### src/rtl/i2c_byte_writer_if.sv
// Host/pad-side signal bundle of the single-byte I2C write master.
// The master modport is the writer itself; the slave modport is the side
// that drives the request and the pad SDA level and observes the results.
`timescale 1ns/1ps
interface i2c_byte_writer_if;
  logic       i_start;
  logic [7:0] i_addr;
  logic [7:0] i_data;
  logic       i_sda_in;
  logic       o_scl_oe;
  logic       o_sda_oe;
  logic       o_busy;
  logic       o_done;
  logic       o_ack_err;

  modport master (
    input  i_start, i_addr, i_data, i_sda_in,
    output o_scl_oe, o_sda_oe, o_busy, o_done, o_ack_err
  );

  modport slave (
    output i_start, i_addr, i_data, i_sda_in,
    input  o_scl_oe, o_sda_oe, o_busy, o_done, o_ack_err
  );
endinterface

### src/rtl/i2c_byte_writer.sv
// Single-byte I2C write master: START, 8-bit address, ACK, 8-bit data, ACK,
// STOP on open-drain SCL/SDA. All bus timing is built from quarter-SCL
// periods of CLK_DIV system clocks (CLK_DIV must be at least 4 so the ACK
// sample, delayed by the SDA synchronizer, stays inside SCL high).
`timescale 1ns/1ps
module i2c_byte_writer #(
  parameter int CLK_DIV = 250
) (
  input  logic              i_clk,
  input  logic              i_rst_n,
  i2c_byte_writer_if.master bus
);

  localparam int               DIV_W    = $clog2(CLK_DIV);
  localparam logic [DIV_W-1:0] DIV_LAST = DIV_W'(CLK_DIV - 1);

  typedef enum logic [2:0] {
    S_IDLE,
    S_START_C,
    S_ADDR,
    S_ACK_A,
    S_DATA,
    S_ACK_D,
    S_STOP_C
  } state_t;

  state_t           r_state;
  logic [DIV_W-1:0] r_div;
  logic [1:0]       r_quarter;
  logic [2:0]       r_bit;
  logic [7:0]       r_addr;
  logic [7:0]       r_data;
  logic [1:0]       r_sda_sync;
  logic             r_nack;
  logic             r_scl_oe;
  logic             r_sda_oe;
  logic             r_busy;
  logic             r_done;
  logic             r_ack_err;

  logic             w_tick;
  logic             w_accept;
  logic [2:0]       w_next_bit;
  logic [7:0]       w_shift_byte;
  logic             w_next_sda;

  // Quarter boundary, request acceptance and the SDA level for the next bit slot.
  assign w_tick       = (r_div == DIV_LAST);
  assign w_accept     = (r_state == S_IDLE) && bus.i_start;
  assign w_next_bit   = r_bit - 3'd1;
  assign w_shift_byte = (r_state == S_DATA) ? r_data : r_addr;
  assign w_next_sda   = ~w_shift_byte[w_next_bit];

  // Two-flop synchronizer for the pad SDA level.
  // NOTE: flops reset to 1 (idle bus level) so a reset can never look like an ACK.
  always_ff @(posedge i_clk) begin
    if (!i_rst_n) begin
      r_sda_sync <= 2'b11;
    end else begin
      r_sda_sync <= {r_sda_sync[0], bus.i_sda_in};
    end
  end

  // Capture the address and data byte when a request is accepted.
  // NOTE: pure datapath registers, only read after a capture, so they carry no reset.
  always_ff @(posedge i_clk) begin
    if (w_accept) begin
      r_addr <= bus.i_addr;
      r_data <= bus.i_data;
    end
  end

  // Transaction sequencer: quarter timing, bit shifting and registered bus drive.
  // NOTE: every state register here is updated with <= so all of them see the
  // pre-edge values of each other, exactly like the flops they become.
  always_ff @(posedge i_clk) begin
    if (!i_rst_n) begin
      r_state   <= S_IDLE;
      r_div     <= '0;
      r_quarter <= 2'd0;
      r_bit     <= 3'd0;
      r_nack    <= 1'b0;
      r_scl_oe  <= 1'b0;
      r_sda_oe  <= 1'b0;
      r_busy    <= 1'b0;
      r_done    <= 1'b0;
      r_ack_err <= 1'b0;
    end else begin
      r_done <= 1'b0;
      if (r_state == S_IDLE) begin
        r_div <= '0;
        if (w_accept) begin
          r_state   <= S_START_C;
          r_quarter <= 2'd0;
          r_scl_oe  <= 1'b0;
          r_sda_oe  <= 1'b1;
          r_busy    <= 1'b1;
          r_ack_err <= 1'b0;
        end
      end else begin
        r_div <= w_tick ? '0 : r_div + DIV_W'(1);
        if (w_tick) begin
          r_quarter <= r_quarter + 2'd1;
          case (r_state)
            S_START_C: begin
              if (r_quarter == 2'd1) begin
                r_state   <= S_ADDR;
                r_quarter <= 2'd0;
                r_bit     <= 3'd7;
                r_scl_oe  <= 1'b1;
                r_sda_oe  <= ~r_addr[7];
              end
            end
            S_ADDR, S_DATA: begin
              case (r_quarter)
                2'd0: r_scl_oe <= 1'b0;
                2'd1: r_scl_oe <= 1'b0;
                2'd2: r_scl_oe <= 1'b1;
                default: begin
                  // SCL is already low; SDA may move now.
                  if (r_bit == 3'd0) begin
                    r_state  <= (r_state == S_ADDR) ? S_ACK_A : S_ACK_D;
                    r_sda_oe <= 1'b0;
                  end else begin
                    r_bit    <= w_next_bit;
                    r_sda_oe <= w_next_sda;
                  end
                end
              endcase
            end
            S_ACK_A, S_ACK_D: begin
              case (r_quarter)
                2'd0: r_scl_oe <= 1'b0;
                2'd1: r_scl_oe <= 1'b0;
                2'd2: begin
                  r_scl_oe <= 1'b1;
                  r_nack   <= r_sda_sync[1];
                end
                default: begin
                  if (r_nack) r_ack_err <= 1'b1;
                  if ((r_state == S_ACK_A) && !r_nack) begin
                    r_state  <= S_DATA;
                    r_bit    <= 3'd7;
                    r_sda_oe <= ~r_data[7];
                  end else begin
                    r_state  <= S_STOP_C;
                    r_sda_oe <= 1'b1;
                  end
                end
              endcase
            end
            S_STOP_C: begin
              case (r_quarter)
                2'd0: r_scl_oe <= 1'b0;
                2'd1: r_sda_oe <= 1'b0;
                2'd2: r_scl_oe <= 1'b0;
                default: begin
                  r_state <= S_IDLE;
                  r_busy  <= 1'b0;
                  r_done  <= 1'b1;
                end
              endcase
            end
            default: r_state <= S_IDLE;
          endcase
        end
      end
    end
  end

  // Registered outputs straight to the pads and the host.
  assign bus.o_scl_oe  = r_scl_oe;
  assign bus.o_sda_oe  = r_sda_oe;
  assign bus.o_busy    = r_busy;
  assign bus.o_done    = r_done;
  assign bus.o_ack_err = r_ack_err;

endmodule

### src/flat_wrapper.sv
// flat-port wrapper written by rule: the top's interface ports become plain ports
module i2c_byte_writer_flat 
#(
  parameter int CLK_DIV = 250
)
  (i_clk, i_rst_n, bus_i_start, bus_i_addr, bus_i_data, bus_i_sda_in, bus_o_scl_oe, bus_o_sda_oe, bus_o_busy, bus_o_done, bus_o_ack_err);
  i2c_byte_writer_if bus_i ();
  input  logic i_clk;
  input  logic i_rst_n;
  input wire logic [$bits(bus_i.i_start)-1:0] bus_i_start;
  input wire logic [$bits(bus_i.i_addr)-1:0] bus_i_addr;
  input wire logic [$bits(bus_i.i_data)-1:0] bus_i_data;
  input wire logic [$bits(bus_i.i_sda_in)-1:0] bus_i_sda_in;
  output wire logic [$bits(bus_i.o_scl_oe)-1:0] bus_o_scl_oe;
  output wire logic [$bits(bus_i.o_sda_oe)-1:0] bus_o_sda_oe;
  output wire logic [$bits(bus_i.o_busy)-1:0] bus_o_busy;
  output wire logic [$bits(bus_i.o_done)-1:0] bus_o_done;
  output wire logic [$bits(bus_i.o_ack_err)-1:0] bus_o_ack_err;
  assign bus_i.i_start = bus_i_start;
  assign bus_i.i_addr = bus_i_addr;
  assign bus_i.i_data = bus_i_data;
  assign bus_i.i_sda_in = bus_i_sda_in;
  assign bus_o_scl_oe = bus_i.o_scl_oe;
  assign bus_o_sda_oe = bus_i.o_sda_oe;
  assign bus_o_busy = bus_i.o_busy;
  assign bus_o_done = bus_i.o_done;
  assign bus_o_ack_err = bus_i.o_ack_err;
  i2c_byte_writer #(.CLK_DIV(CLK_DIV)) u_core (.i_clk(i_clk), .i_rst_n(i_rst_n), .bus(bus_i));
endmodule
### config.mk
export PLATFORM = sky130hd
export DESIGN_NAME = i2c_byte_writer_flat
export DESIGN_NICKNAME = d
export VERILOG_FILES = /design/src/rtl/i2c_byte_writer_if.sv /design/src/rtl/i2c_byte_writer.sv /design/src/flat_wrapper.sv
export SDC_FILE = /design/constraint.sdc
export NUM_CORES = 1
export LEC_CHECK = 0
export ABC_CLOCK_PERIOD_IN_PS = 2300
export CAP_MARGIN = 20
export CORE_MARGIN = 1.5
export CORE_UTILIZATION = 46
export DETAILED_ROUTE_END_ITERATION = 8
export PLACE_DENSITY = 0.67
export RECOVER_POWER = 25
export SLEW_MARGIN = 0
export SYNTH_ARGS = -nofsm -noshare
export SYNTH_HDL_FRONTEND = slang
export SYNTH_SLANG_ARGS = --single-unit
### constraint.sdc
create_clock -name i_clk -period 2.3 [get_ports i_clk]
set_clock_uncertainty 0.1 [all_clocks]
set_input_delay 0.46 -clock i_clk [delete_from_list [all_inputs] [get_ports i_clk]]
set_output_delay 0.46 -clock i_clk [all_outputs]
set_load 0.02 [all_outputs]
==> results.ini <==
[run_status]
outcome=completed

[route]
totalWireLength_um=4400
dr.pass1.iters=4
post_drt_wl_per_cell_um=15.1
vias_per_cell=5.62
remaining_drc_errors=0
vias=1642
ant_nets=0
drt_iter0_markers=71

[placement]
gp_congestion=0.839
io_buffer_count=24
place.detailed.instances=284
placement.setup.worst_slack_ns=0.174
place_hpwl_um=3390

[floorplanning]
die_w_um=69.0
effective_utilization_at_floorplan_pct=49.0
dieArea_um2=4750
core-area_um2=4090
io_pins=25
die_height_um=69.0
placement_rows=23

[worst_setup_path]
max_stage_delay_ns=0.41
worstPathArrival_ns=2.23
critPathSlowestCell=sky130_fd_sc_hd__dfxtp_1
end_kind=register
cp-start-kind=register
timing.critical_path.cells=ha_1 -> nand2_1 -> or3_4 -> or2_4 -> a2111oi_4 -> o211ai_1 -> and3_1
dominant_delay_contributor_by_cell_family_on_the_critical_path=simple AND/OR/NAND/NOR gates
worst_ep_required_time_ns=2.40
path_max_fanout=5
criticalPathCategory=register to register
crit_buf_inv=0

[cts]
cts_max_level=2
numCtsBuffers=5
cts-hold-fix-buffers=0
cts_resized=0
tritoncts_clock_tree=yes
clk-insertion-delay-late_ns=0.30
clock_sinks=40
root_buffer=sky130_fd_sc_hd__clkbuf_8
postCtsSetupBuffers=0
clockBufferDepth=2
clk_transition_reported_paths_ns=0.08

[synth]
synth_top_flop_cell=sky130_fd_sc_hd__dfxtp_1
syn_area_per_cell_um2=9.95
synth_top_area_share_pct=24.0
seq_area_frac_synth_pct=48.0
synth-edff-count=16
syn-instance-count=201
yosysWarnings=0
async_reset_ff_share_pct=0
synth_seq_cells=40
yosys.cell_count.top_type=sky130_fd_sc_hd__nor2_1
syn-num-nets=225
synth_area_um2=2000
synth_cell_count_leaders=sky130_fd_sc_hd__nor2_1 (26), sky130_fd_sc_hd__dfxtp_1 (24), sky130_fd_sc_hd__nand2_1 (17)
distinct_cells_synth=48
leading_post_synthesis_cells_by_cell_area=sky130_fd_sc_hd__dfxtp_1 (24%), sky130_fd_sc_hd__edfxtp_1 (24%), sky130_fd_sc_hd__nor2_1 (4.9%), sky130_fd_sc_hd__a21oi_1 (3.8%), sky130_fd_sc_hd__nand2_1 (3.2%)
post-synth-top-area-cell=sky130_fd_sc_hd__dfxtp_1

[timing]
layout_min_cycle_time_ns=2.13
max_freq_ghz=0.470
drv_slew=0
hold_violations=0
worstMarginPinSlew_ns=0.502
timing.max_slew.rel_slack_pct=66.5
slack_of_the_critical_path_ns=0.170
finalSetupViolCount=0
post-route-period-util_pct=92.6
unrepaired_setup_endpoints_after_global_routing=no
final.setup.tns_ns=0

[finish]
sequential_cell_area_in_the_final_layout_um2=961
multi_input_area_um2=963
layout_area_overhead_pct=25.3
design.final.nets=265
layout-drive-gt1-share_pct=15.7
diodes=0
fillerInstances=347
fin_cells=292

[global_route]
grt_start_max_net_pins=17
grt_pass1_wl_um=7370
grt_util_all_layers_pct=21.6
antenna_found_initial=0
first_global_vias=1584
global_route.overflow_total=0

[power]
cell_leakage_power_nw=0.880
worst_vdd_ir_mv=0.428
pwr_density_cell_nw_per_um2=715

[worst_hold_path]
timing.hold.worst.class=register to register

[run]
drv.max_cap_violation_count=0

[sequential cells by signal, indices dropped and copies added (netlist names), 2 cells and up]
name               cells
u_core.r_data          8
u_core.r_quarter       2
u_core.r_sda_sync      2
u_core.r_div           8
u_core.r_addr          8
u_core.r_state         3
u_core.r_bit           3
[power breakdown]
part / switching (mW) / total (mW) / leakage (nW) / internal, mW
logic: 0.196 / 0.358 / 0.476 / 0.162
registers: 0.0376 / 0.846 / 0.349 / 0.808
clock network: 0.261 / 0.588 / 0.0548 / 0.327
total: 0.495 / 1.79 / 0.880 / 1.30
[area by class of cell]
| cell class | count | area share, % |
|---|---|---|
| Multi-Input combinational cell | 144 | 38.4 |
| Sequential cell | 40 | 38.3 |
| Timing Repair Buffer | 42 | 15.0 |
| Clock buffer | 5 | 2.74 |
| Tap cell | 50 | 2.50 |
| Clock inverter | 3 | 1.85 |
| Inverter | 8 | 1.20 |
[kinds of logic (layout without fill, tap and decap cells)]
family,count (synthesis),after routing,share of synthesized area [%]
AND/OR/NAND/NOR,80,80,22.1
AO/OA/AOI/OAI,44,44,14.8
flip-flops,40,40,48.0
buffers and inverters,17,58,3.81
XOR/XNOR,9,9,3.94
multiplexers,7,7,4.82
adder cells (fa/ha/maj),4,4,2.50
[worst paths after layout]
kind	startpoint	end	slack, ns	depth (start not counted)
worst max-delay path	u_core.r_div[0]	u_core.bus.o_sda_oe	0.17	7
worst min-delay path	u_core.r_sda_sync[0]	u_core.r_sda_sync[1]	0.34	1
worst max register to register	u_core.r_div[0]	u_core.bus.o_sda_oe	0.17	7
worst min register to register	u_core.r_sda_sync[0]	u_core.r_sda_sync[1]	0.34	1
[metal layers]
layer	GRT usage, %	part of all wire [%]	vias up
li1	-	-	805
met1	28.7	45	780
met2	33.8	48	48
met3	5.03	5.8	9
met4	8.82	1.7	0
met5	0	0	-
[cells in the final DEF, fill, tap and decap left out, types with 2 or more instances in the layout]
master / count
sky130_fd_sc_hd__dfxtp_1: 24
sky130_fd_sc_hd__mux4_2: 2
sky130_fd_sc_hd__nand3b_1: 3
sky130_fd_sc_hd__xnor2_1: 5
sky130_fd_sc_hd__nor2b_1: 3
sky130_fd_sc_hd__dlygate4sd3_1: 15
sky130_fd_sc_hd__o211ai_1: 5
sky130_fd_sc_hd__nor4_1: 2
sky130_fd_sc_hd__a211oi_1: 2
sky130_fd_sc_hd__and2_1: 2
sky130_fd_sc_hd__nand2_1: 17
sky130_fd_sc_hd__or3_1: 2
sky130_fd_sc_hd__ha_1: 4
sky130_fd_sc_hd__mux2i_1: 4
sky130_fd_sc_hd__nand3_1: 6
sky130_fd_sc_hd__a21oi_1: 15
sky130_fd_sc_hd__o221ai_1: 2
sky130_fd_sc_hd__and3_1: 4
sky130_fd_sc_hd__a31oi_1: 2
sky130_fd_sc_hd__nand2b_1: 4
sky130_fd_sc_hd__nor2_1: 26
sky130_fd_sc_hd__inv_1: 8
sky130_fd_sc_hd__o31ai_1: 2
sky130_fd_sc_hd__edfxtp_1: 16
sky130_fd_sc_hd__clkdlybuf4s50_1: 9
sky130_fd_sc_hd__nor3_1: 2
sky130_fd_sc_hd__xor2_1: 4
sky130_fd_sc_hd__clkbuf_8: 5
sky130_fd_sc_hd__buf_4: 18
sky130_fd_sc_hd__o22ai_1: 2
sky130_fd_sc_hd__o21ai_0: 7
[metrics by stage]
stage	utilization, %	cell area (µm²)	hold slack, ns	power (mW)
after floorplan	-	2000	0.286	1.06
after global placement	58.5	2390	0.316	1.22
after detailed placement	58.5	2390	0.319	1.23
after CTS	61.4	2510	0.344	1.81
after global routing	61.4	2510	0.359	1.88
final	61.4	2510	0.337	1.79
Power figures use the tool's default switching activity.
